[config.mk]
export PLATFORM = sky130hd
export DESIGN_NAME = core_stream_serializer
export DESIGN_NICKNAME = d
export VERILOG_FILES = /design/src/rtl/doppio_pkg.sv /design/src/rtl/gap_timer.sv /design/src/rtl/core_stream_serializer.sv
export SDC_FILE = /design/constraint.sdc
export NUM_CORES = 1
export LEC_CHECK = 0
export ABC_AREA = 1
export CAP_MARGIN = 10
export CORE_ASPECT_RATIO = 1.75
export CORE_MARGIN = 10
export CORE_UTILIZATION = 40
export CTS_CLUSTER_DIAMETER = 50
export DETAILED_ROUTE_END_ITERATION = 10
export PLACE_DENSITY = 0.67
export SETUP_SLACK_MARGIN = 0.4
export SKIP_LAST_GASP = 1
export SYNTH_ARGS = -nofsm -noshare
export SYNTH_HDL_FRONTEND = slang
export SYNTH_SLANG_ARGS = --single-unit
export TNS_END_PERCENT = 10
[constraint.sdc]
create_clock -name clk -period 2.21 [get_ports clk]
set_input_delay 0.3315 -clock clk [delete_from_list [all_inputs] [get_ports clk]]
set_output_delay 0.3315 -clock clk [all_outputs]
set_load 0.02 [all_outputs]
[src/rtl/doppio_pkg.sv]
// Items shared between the Doppio aggregator and the core stream serializer:
// lane geometry, lane/bit tag types and the serializer state encoding.
package doppio_pkg;

  localparam int unsigned NumCores  = 4;
  localparam int unsigned CoreWidth = 64;

  typedef logic [$clog2(NumCores)-1:0]  core_id_t;
  typedef logic [$clog2(CoreWidth)-1:0] bit_idx_t;

  typedef enum logic [2:0] {
    StIdle,
    StLoad,
    StSend,
    StGap,
    StFin
  } ser_state_e;

endpackage

[src/rtl/gap_timer.sv]
// Loadable down-counter that paces the idle gap between serial bit transfers.
// expire is high while the count sits at 1, i.e. on the final gap cycle.
module gap_timer #(
  parameter int unsigned W = 8
) (
  input  logic         clk,
  input  logic         rst_n,
  input  logic         load,
  input  logic [W-1:0] load_val,
  input  logic         en,
  output logic         expire
);

  logic [W-1:0] cnt_q;

  always_ff @(posedge clk or negedge rst_n) begin
    if (!rst_n) begin
      cnt_q <= '0;
    end else if (load) begin
      cnt_q <= load_val;
    end else if (en && (cnt_q != '0)) begin
      cnt_q <= cnt_q - 1'b1;
    end
  end

  assign expire = (cnt_q == W'(1));

endmodule

[src/rtl/core_stream_serializer.sv]
// Snapshots the aggregator's parallel core lanes on START and streams them out one
// tagged bit at a time over valid/ready, with a programmable idle gap between bits.
module core_stream_serializer
  import doppio_pkg::*;
#(
  parameter int unsigned NUM_CORES = NumCores,
  parameter int unsigned WIDTH     = CoreWidth,
  parameter int unsigned GAP_W     = 8
) (
  input  logic                         clk,
  input  logic                         rst_n,
  input  logic                         start,
  input  logic [GAP_W-1:0]             tick_div,
  input  logic [WIDTH-1:0]             bin_in [NUM_CORES],
  output logic                         bit_out,
  output logic                         bit_valid,
  input  logic                         bit_ready,
  output logic [$clog2(NUM_CORES)-1:0] core_id,
  output logic [$clog2(WIDTH)-1:0]     bit_idx,
  output logic                         frame_start,
  output logic                         busy,
  output logic                         done
);

  localparam int unsigned CW = $clog2(NUM_CORES);
  localparam int unsigned IW = $clog2(WIDTH);
  localparam logic [CW-1:0] CoreLast = CW'(NUM_CORES - 1);
  localparam logic [IW-1:0] IdxLast  = IW'(WIDTH - 1);

  ser_state_e       state_q;
  logic [WIDTH-1:0] shadow_q [NUM_CORES];
  logic [CW-1:0]    core_q;
  logic [IW-1:0]    idx_q;
  logic             bit_q, valid_q, fs_q, busy_q, done_q;

  logic          last_bit, gap_load, gap_en, gap_expire;
  logic [CW-1:0] core_nxt;
  logic [IW-1:0] idx_nxt;

  assign last_bit = (core_q == CoreLast) && (idx_q == IdxLast);
  assign gap_load = (state_q == StSend) && bit_ready && !last_bit && (tick_div != '0);
  assign gap_en   = (state_q == StGap);

  // Position of the bit after the one currently presented; unused on the last bit.
  always_comb begin
    core_nxt = core_q;
    idx_nxt  = idx_q + 1'b1;
    if (idx_q == IdxLast) begin
      core_nxt = core_q + 1'b1;
      idx_nxt  = '0;
    end
  end

  gap_timer #(
    .W(GAP_W)
  ) u_gap_timer (
    .clk      (clk),
    .rst_n    (rst_n),
    .load     (gap_load),
    .load_val (tick_div),
    .en       (gap_en),
    .expire   (gap_expire)
  );

  always_ff @(posedge clk or negedge rst_n) begin
    if (!rst_n) begin
      state_q  <= StIdle;
      shadow_q <= '{default: '0};
      core_q   <= '0;
      idx_q    <= '0;
      bit_q    <= 1'b0;
      valid_q  <= 1'b0;
      fs_q     <= 1'b0;
      busy_q   <= 1'b0;
      done_q   <= 1'b0;
    end else begin
      unique case (state_q)
        StIdle: begin
          if (start) begin
            state_q <= StLoad;
            busy_q  <= 1'b1;
          end
        end
        StLoad: begin
          shadow_q <= bin_in;
          core_q   <= '0;
          idx_q    <= '0;
          bit_q    <= bin_in[0][0];
          valid_q  <= 1'b1;
          fs_q     <= 1'b1;
          state_q  <= StSend;
        end
        StSend: begin
          // Without bit_ready nothing changes, so every output holds.
          if (bit_ready) begin
            valid_q <= 1'b0;
            fs_q    <= 1'b0;
            if (last_bit) begin
              state_q <= StFin;
              done_q  <= 1'b1;
              core_q  <= '0;
              idx_q   <= '0;
              bit_q   <= 1'b0;
            end else begin
              core_q <= core_nxt;
              idx_q  <= idx_nxt;
              bit_q  <= shadow_q[core_nxt][idx_nxt];
              if (tick_div == '0) begin
                valid_q <= 1'b1;
                fs_q    <= (idx_nxt == '0);
              end else begin
                state_q <= StGap;
              end
            end
          end
        end
        StGap: begin
          if (gap_expire) begin
            state_q <= StSend;
            valid_q <= 1'b1;
            fs_q    <= (idx_q == '0);
          end
        end
        StFin: begin
          done_q  <= 1'b0;
          busy_q  <= 1'b0;
          state_q <= StIdle;
        end
        default: state_q <= StIdle;
      endcase
    end
  end

  assign bit_out     = bit_q;
  assign bit_valid   = valid_q;
  assign core_id     = core_q;
  assign bit_idx     = idx_q;
  assign frame_start = fs_q;
  assign busy        = busy_q;
  assign done        = done_q;

endmodule

==> results.json <==
{
  "status": "finished, violations left",
  "violations": "setup timing",
  "antenna_cells": 0,
  "wirelength_um": 48000,
  "crit_type": "reg -> reg",
  "antenna_left": 0,
  "fin_worst_skew_ns": 0.0103,
  "fin_ws_ns": -0.168,
  "dp_slack_ns": -0.309,
  "dp_cells": 2540,
  "track_usage": 0.222,
  "hpwlAfterDp_um": 34500,
  "total_power_mw": 11.6,
  "drive_gt1_frac": 0.103,
  "max_freq_mhz": 420,
  "power.internal_mw": 8.73,
  "numCtsBuffers": 28,
  "slew_headroom": 0.612,
  "ys_warn_count": 0,
  "antenna_found_initial": 2,
  "syn_to_final_growth_pct": 40.3,
  "reg2reg_depth": 17,
  "r2r_slack_ns": -0.17,
  "crit_required_ns": 2.66,
  "fp.dieArea_um2": 41900,
  "rr_startpoint": "bit_idx[0]",
  "finalCriticalPeriod_ns": 2.38,
  "pwr-share-clk": 0.422,
  "initial_core_util": 0.403,
  "finish.instance_area_um2": 19000,
  "leakagePower_nw": 9.01,
  "synth_cell_type_count": 30,
  "place_area_um2": 17300,
  "p_comb_frac": 0.134,
  "grt_overflow": 0,
  "clock-sinks": 280,
  "place_congestion": 0.931,
  "grt_max_degree": 105,
  "dr.pass1.iters": 5,
  "htreeDepth": 1,
  "setup_tns_ns": -0.168,
  "numPortBuffers": 280,
  "arrival_ns": 2.83,
  "nets": 2413,
  "routedWlPerCell_um": 18.4,
  "synth.avg_cell_area_um2": 7.38,
  "grt_pass1_wl_um": 75000,
  "rsz0062_at_grt": "yes",
  "io_pins": 281,
  "clock_path_buffers": 3,
  "ctsRootBufferMaster": "clkbuf_16",
  "timing.final.max_slew_violations": 0,
  "critical_path.endpoint_type": "flop",
  "setup_viol": 1,
  "worstSetupStartpoint": "bit_idx[0]",
  "drt_iter0_markers": 923,
  "route.detailed.drc": 0,
  "row_count": 89,
  "maxCapViolations": 0,
  "critPathLaunchType": "flop",
  "vias": 13200,
  "finalHoldViolCount": 0,
  "yosysSeqAreaShare": 0.517,
  "post-route-period-util": 1.08,
  "worst_pin_slew_ns": 0.582,
  "fin_cells": 2613,
  "switching_share": 0.246,
  "grt_pass1_vias": 13500,
  "syn_inst": 1834,
  "seqPwrFrac": 0.444,
  "min_path_type": "in -> async",
  "syn-num-nets": 2109,
  "path_clk_slew_ns": 0.07,
  "power_density_nw_per_um2": 609,
  "peakVddDrop_mv": 0.684,
  "die_w_um": 159,
  "final_core_util": 0.565,
  "clkLatencyLatePin_ns": 0.56,
  "coreArea_um2": 33600,
  "cts_tree": "done",
  "holdWs_ns": 0.289,
  "crit_fanout": 5,
  "die_h_um": 263,
  "ys_ff_latch": 280,
  "fillers": 3220,
  "p_sw_mw": 2.84,
  "synth_area_um2": 13500,
  "viasPerCell": 5.06
}
[final timing paths]
path                                 end
max                              bit_out
min                        shadow_q[152]
max reg2reg                      bit_out
min reg2reg                 shadow_q[10]
max in group asynchronous  shadow_q[201]
min in group clk           shadow_q[157]
[cell usage after synthesis, drive strengths merged]
library cell | instances | area (um2)
buf | 44 | 300
ha | 7 | 87.6
and2 | 1 | 6.26
clkinv | 2 | 7.51
nor3 | 8 | 40.0
nand3 | 273 | 1380
nor2 | 26 | 108
inv | 38 | 143
xnor2 | 1 | 8.76
o21ai | 12 | 63.8
nor4 | 2 | 12.5
o22ai | 5 | 31.3
nand4 | 1 | 6.26
clkbuf | 60 | 225
o211ai | 5 | 37.5
a21oi | 8 | 40.0
o21bai | 1 | 11.3
nand2 | 1051 | 3960
a31oi | 2 | 12.5
o221ai | 1 | 8.76
xor2 | 6 | 52.6
dfrtp | 280 | 7010
[sequential cells by signal (all words and copies together) (netlist names)]
| signal | count |
|---|---|
| done | 1 |
| bit_valid | 1 |
| core_id | 2 |
| frame_start | 1 |
| shadow_q | 256 |
| busy | 1 |
| u_gap_timer.cnt_q | 8 |
| bit_idx | 6 |
| state_q | 3 |
| bit_out | 1 |
[critical path, stage by stage (launching register included)]
cell and delay [ns]:
dfrtp_2 0.43, ha_4 0.18, nand3_4 0.10, nor2_4 0.06, buf_6 0.13, o21ai_4 0.19, buf_6 0.17, buf_12 0.12
buf_4 0.11, nand3_2 0.09, nand3_2 0.09, nand3_2 0.07, nand3_1 0.10, nand3_1 0.09, nand3_2 0.09, nand3_2 0.10
nand3_2 0.09, a21oi_2 0.05
[repair_timing]
action / in CTS / in global routing
hold buffers: 1 / 0
cloned: 7 / 0
setup buffers: 12 / 3
resized for setup: 79 / 25
setup endpoints to repair: 37 / 163
pin swaps: 38 / 4
endpoints found under the hold margin: 52 / 0
[cell families (layout without fill, tap and decap cells)]
family | count (synthesis) | count (layout) | synth area share
AND/OR/NAND/NOR | 1362 | 1362 | 0.406
adder cells (fa/ha/maj) | 7 | 7 | 0.00647
AO/OA/AOI/OAI | 34 | 34 | 0.0152
flip-flops | 280 | 280 | 0.517
buffers and inverters | 144 | 468 | 0.0499
XOR/XNOR | 7 | 7 | 0.00453
[metal layers]
layer	part of all wire	track usage	up-vias
li1	-	-	6386
met1	0.39	0.261	6214
met2	0.50	0.379	484
met3	0.054	0.0359	123
met4	0.057	0.123	4
met5	0.00050	0	-
[cell usage in the layout (no fill, tap or decap), types with 6 or more instances in the layout]
cell type        netlist  routed
dlymetal6s2s_1         0       7
buf_4                  1      54
a21oi_1                8       7
nor3_1                 8       6
dfrtp_1              280     277
buf_6                 14      11
clkbuf_16              0      28
nand2_2                4       6
nand3_1              271     226
nand3_2                2      42
clkdlybuf4s50_1        0     271
o21ai_0               11      10
buf_12                 0      22
inv_1                 38      34
clkbuf_8               0       6
nand2_1             1047    1041
nor2_1                24      20
buf_16                 0       8
ha_1                   7       6
[power groups by stage]
stage | Combinational (mW) | Clock [mW] | Sequential [mW]
after floorplan | 0.462 | 0 | 5.25
after global placement | 1.36 | 0 | 5.24
after detailed placement | 1.37 | 0 | 5.24
after CTS | 1.53 | 4.97 | 5.14
after global routing | 1.66 | 5.18 | 5.14
final | 1.55 | 4.88 | 5.14
[area by class of cell]
cell class / count / area, um2 / area share
Sequential cell: 280 / 7010 / 0.369
Multi-Input combinational cell: 1410 / 6250 / 0.329
Clock inverter: 11 / 140 / 0.00738
Tap cell: 455 / 569 / 0.0300
Timing Repair Buffer: 378 / 4060 / 0.214
Inverter: 40 / 163 / 0.00857
Clock buffer: 39 / 802 / 0.0422
(Power assumes the default switching activity.)
==> variant 1 (same settings) <==
The package constant `NumCores` goes from 4 to 2.
--- a/src/rtl/doppio_pkg.sv
+++ b/src/rtl/doppio_pkg.sv
@@ -2,7 +2,7 @@
 // lane geometry, lane/bit tag types and the serializer state encoding.
 package doppio_pkg;
 
-  localparam int unsigned NumCores  = 4;
+  localparam int unsigned NumCores  = 2;
   localparam int unsigned CoreWidth = 64;
 
   typedef logic [$clog2(NumCores)-1:0]  core_id_t;
Interface: changed (resized bin_in and core_id); port bits go from 281 to 152. No check against the original RTL was run, so the function may have changed too.
==> variant 1 against the original RTL <==
The flow still finishes with violations (setup timing). Setup slack got worse by 5.3 ps. Area after synthesis decreased by 44%. Total power grew 17%. Combinational power rose to 3.8 times the old value. Wire length shrank 55%. Via count decreased by 52%. Worst hold slack better by 120 ps. Design area shrank 46%. Sequential cell count down 129. Largest cell class unchanged.
==> variant 1: results <==
[outcome]
outcome = finished, violations left
violations = setup timing

[power_and_ir_drop]
switching_share_pct = 36.94
ir_drop_v = 0.0005566
p_leak_nw = 4.588

[synthesis]
synth_nets = 978
ys_top_cells_by_count = nor2_1, dfrtp_1, mux2_2, nand3_1, nand2_1
async_flop_share_pct = 100.0
syn_avg_cell_area_um2 = 9.147
ys_warn_count = 0
synth.distinct_cells = 36
synthTopCellsByArea = dfrtp_1, mux2_2, nor2_1
yosysSeqAreaShare_pct = 49.71

[detailed_routing]
final_antenna_net_count = 0
wire_per_inst_um = 17.33
drt_pre_antenna_iters = 5
vias_per_cell = 5.079
initialDrtViolationCount = 508

[cts]
cts_buffer_depth = 2
root_buffer = clkbuf_16
htree_num_levels = 4
cts_buffers = 17
clk_pin_slew_ps = 60
clock_latency_ps = 430

[cells_and_area]
antenna_cells = 0
largest_register_ffs = 128
final_cells = 1248
regMostFlops = shadow_q
num-nets-final = 1144
drive_above_1_share_pct = 20.00

[global_routing]
grt_pass1_wl_mm = 34.38
antenna_found_initial = 0
grt_max_degree = 59
grt_pass1_vias = 6692
grt_use_total_pct = 16.89

[place]
place_area_um2 = 9624
gp_congestion = 0.8339
dp.cells = 1214
hpwl_mm = 16.10
portBuffers = 151

[timing]
worst_slack_ps = -173.8
setup-violations-final = 1
worst_slew_pin_slew_ps = 502.0
skew_ps = 12.06
finalSetupTns_ps = -173.8

[setup_path]
cp-endpoint = bit_out
start_kind = register
crit_fanout = 13
worstPathArrival_ps = 2740
worstRegToRegCells = 18
r2r-start = bit_idx[1]

[min_path]
hold_class = in2async
variant 1: changes by cell type after synthesis, sizes merged, moves of 4 or more:
cell,before,now
a21oi,8,68
buf,44,38
clkbuf,60,6
dfrtp,280,151
inv,38,65
mux2,0,96
nand2,1051,75
nand3,273,100
nand4,1,5
nor2,26,182
nor3,8,0
variant 1: worst max-delay path, cell delays in order (launching register included):
cell and delay [ps]:
dfrtp_2 430, ha_4 170, nand2_2 70, nor2_4 50, nand2_4 60, inv_2 40, ha_4 270, inv_4 110
buf_6 170, nor2_1 60, nor2_1 120, nand3_1 110, nand3_1 110, nand3_1 90, nand3_1 90, nand3_1 90
nand3_1 90, nand3_2 80, a21oi_2 110
variant 1: power groups by stage:
stage	combinational [W]	sequential, W	clock (W)
2_1_floorplan	0.00429	0.00470	0
3_3_place_gp	0.00582	0.00483	0
3_5_place_dp	0.00594	0.00486	0
4_1_cts	0.00597	0.00482	0.00283
5_1_grt	0.00661	0.00497	0.00294
6_report	0.00591	0.00483	0.00277
variant 1: worst min path at each step:
| stage | endpoint | slack, ps | cells after the start | start |
|---|---|---|---|---|
| 3_3_place_gp | shadow_q[63] | 320 | 1 | rst_n |
| 4_1_cts | shadow_q[127] | 430 | 2 | rst_n |
| 5_1_grt | shadow_q[63] | 460 | 2 | rst_n |
| 2_1_floorplan | bit_idx[0] | 40 | 0 | rst_n |
| 6_report | shadow_q[127] | 410 | 2 | rst_n |
| 3_5_place_dp | shadow_q[63] | 310 | 1 | rst_n |
variant 1: logic make-up after synthesis:
group                      synth area share [%]
buffers and inverters                     6.469
and+or+nand+nor                           20.53
AOI/OAI and AO/OA                         7.243
muxes                                     14.22
DFF                                       49.71
adders and majority gates                 1.152
xor gates and xnor gates                 0.6750
variant 1: final cells by class:
class | count | area (µm²)
clock buffers | 19 | 432.9
clock inverters | 13 | 121.4
fillers | 1757 | 8431
inverters | 67 | 254.0
multi-input cells | 569 | 3413
flip-flops and latches | 151 | 3781
well taps | 238 | 297.8
repair buffers | 191 | 1932
variant 1: metal layers:
layer / global-route usage, % / part of all wire, %
met5: 0 / 0
met4: 8.271 / 3.4
met3: 2.987 / 3.4
met2: 30.54 / 55
met1: 18.49 / 39
variant 1: metrics by stage:
stage | setup WS [ps] | hold WS (ps)
after floorplan | -247.4 | 35.91
after global placement | -151.8 | 317.2
after detailed placement | -171.0 | 311.5
after CTS | -171.9 | 430.6
after global routing | -297.8 | 459.3
final | -173.8 | 413.6
variant 1: what timing repair did:
item / CTS / global route
cloned: 0 / 1
endpoints found under the hold margin: 46 / 0
pin swaps: 0 / 0
setup endpoints to repair: 17 / 25
gates resized for setup: 3 / 3
buffers inserted: 0 / 0
hold buffers: 1 / 0
==> variant 2 (same settings) <==
Without the edit above. Encoding of `ser_state_e`: now one-hot (5 bits for 5 states).
--- a/src/rtl/doppio_pkg.sv
+++ b/src/rtl/doppio_pkg.sv
@@ -8,12 +8,12 @@
   typedef logic [$clog2(NumCores)-1:0]  core_id_t;
   typedef logic [$clog2(CoreWidth)-1:0] bit_idx_t;
 
-  typedef enum logic [2:0] {
-    StIdle,
-    StLoad,
-    StSend,
-    StGap,
-    StFin
+  typedef enum logic [4:0] {
+    StIdle = 5'b00001,
+    StLoad = 5'b00010,
+    StSend = 5'b00100,
+    StGap  = 5'b01000,
+    StFin  = 5'b10000
   } ser_state_e;
 
 endpackage
Function: no difference found for any inputs over 10 cycles, from zero or initial values and one cycle with rst_n low; not proved beyond that.
==> variant 2 against the original RTL <==
The run still ends with setup timing left. Wire length grew 13%. Non-clock buffer count grew 46. Design area grew 5.9%. First-iteration DRC count grew 29%. Area after synthesis grew 0.46%. Sequential cell count grew 2. Synthesized cell count shrank 0.27%. Global-route usage grew 0.27 points. Setup slack lost 21 ps. Largest cell class unchanged.
Power is not compared: it rests on default switching activity, and its combinational part moved more than twofold at a synthesized area within 25%.
==> variant 2: results <==
[place]
portBuffers = 280
place_area_um2 = 17480
gp_congestion = 0.9164
hpwl_mm = 34.26

[detailed_routing]
totalWireLength_mm = 54.22
drt_pre_antenna_iters = 5
vias = 14060
initialDrtViolationCount = 1192

[setup_path]
worstRegToRegCells = 18
cp_slowest_stage_delay_ps = 390
worstPathArrival_ps = 2850
crit_fanout = 10

[global_routing]
grt_pass1_wl_mm = 76.16
grt_max_degree = 117
grt_use_total_pct = 22.49
grt_pass1_vias = 14020
antenna_found_initial = 6

[power_and_ir_drop]
p_leak_nw = 9.869
ir_drop_v = 0.0006182
pg_clk_w = 0.00518

[synthesis]
synthTopCellsByArea = dfrtp_1, nand2_1, nand3_1
synth_compound_area_share_pct = 1.830
async_flop_share_pct = 100.0
ys_warn_count = 0
yosysSeqAreaShare_pct = 51.89
synth_nets = 2104
synth_fa_ha_area_share_pct = 0.6439
ys_top_cells_by_count = nand2_1, dfrtp_1, nand3_1
synth_xor_area_share_pct = 0.5151
synth.distinct_cells = 39

[cells_and_area]
multi_input_gates = 1404
inv_count = 42
n_all_buffers = 424
multi_input_area_share_pct = 31.88
clockNetworkAreaShare_pct = 4.906
nFillCells = 2943
nonClkBufAreaFrac_pct = 24.18
nClkBuffers = 38
seq_share_pct = 35.11
num-nets-final = 2457
drive_above_1_share_pct = 13.80
antenna_cells = 5

[timing]
slew_violations = 0
setup-violations-final = 1
worst_slack_ps = -189.3
slew_headroom_pct = 67.65
skew_ps = 19.90

[cts]
clock_latency_ps = 580
hold_buffers = 1
cts_sinks = 282
cts_resized = 85
post_cts_buffers = 23

[min_path]
hold_class = in2async

[outcome]
violations = setup timing
outcome = finished, violations left
variant 2: path summary, 6_finish.rpt:
check | start | end | slack (ps)
min in group clk | bin_in[164] | shadow_q[164] | 290
min reg2reg | shadow_q[105] | shadow_q[105] | 470
max in group asynchronous | rst_n | shadow_q[246] | 1120
max reg2reg | bit_idx[1] | bit_out | -190
min | rst_n | shadow_q[159] | 270
max | bit_idx[1] | bit_out | -190
variant 2: stage by stage:
stage	total power (W)	setup slack, ps	setup TNS (ps)	utilization (%)	std cells
after CTS	0.02287	-114.4	-114.4	57.19	2621
after global placement	0.01714	-225.4	-225.4	51.98	2537
after global routing	0.02580	-317.4	-317.4	59.82	2662
after detailed placement	0.01740	-256.4	-256.4	51.98	2537
final	0.02424	-189.3	-189.3	59.83	2663
after floorplan	0.01410	34.21	0	-	1829
variant 2: per-layer routing:
metal  routed length (µm)  GRT usage [%]
met1                19440          24.72
met2                27750          39.80
met3                 3465          3.862
met4                 3545          13.42
met5                   18              0
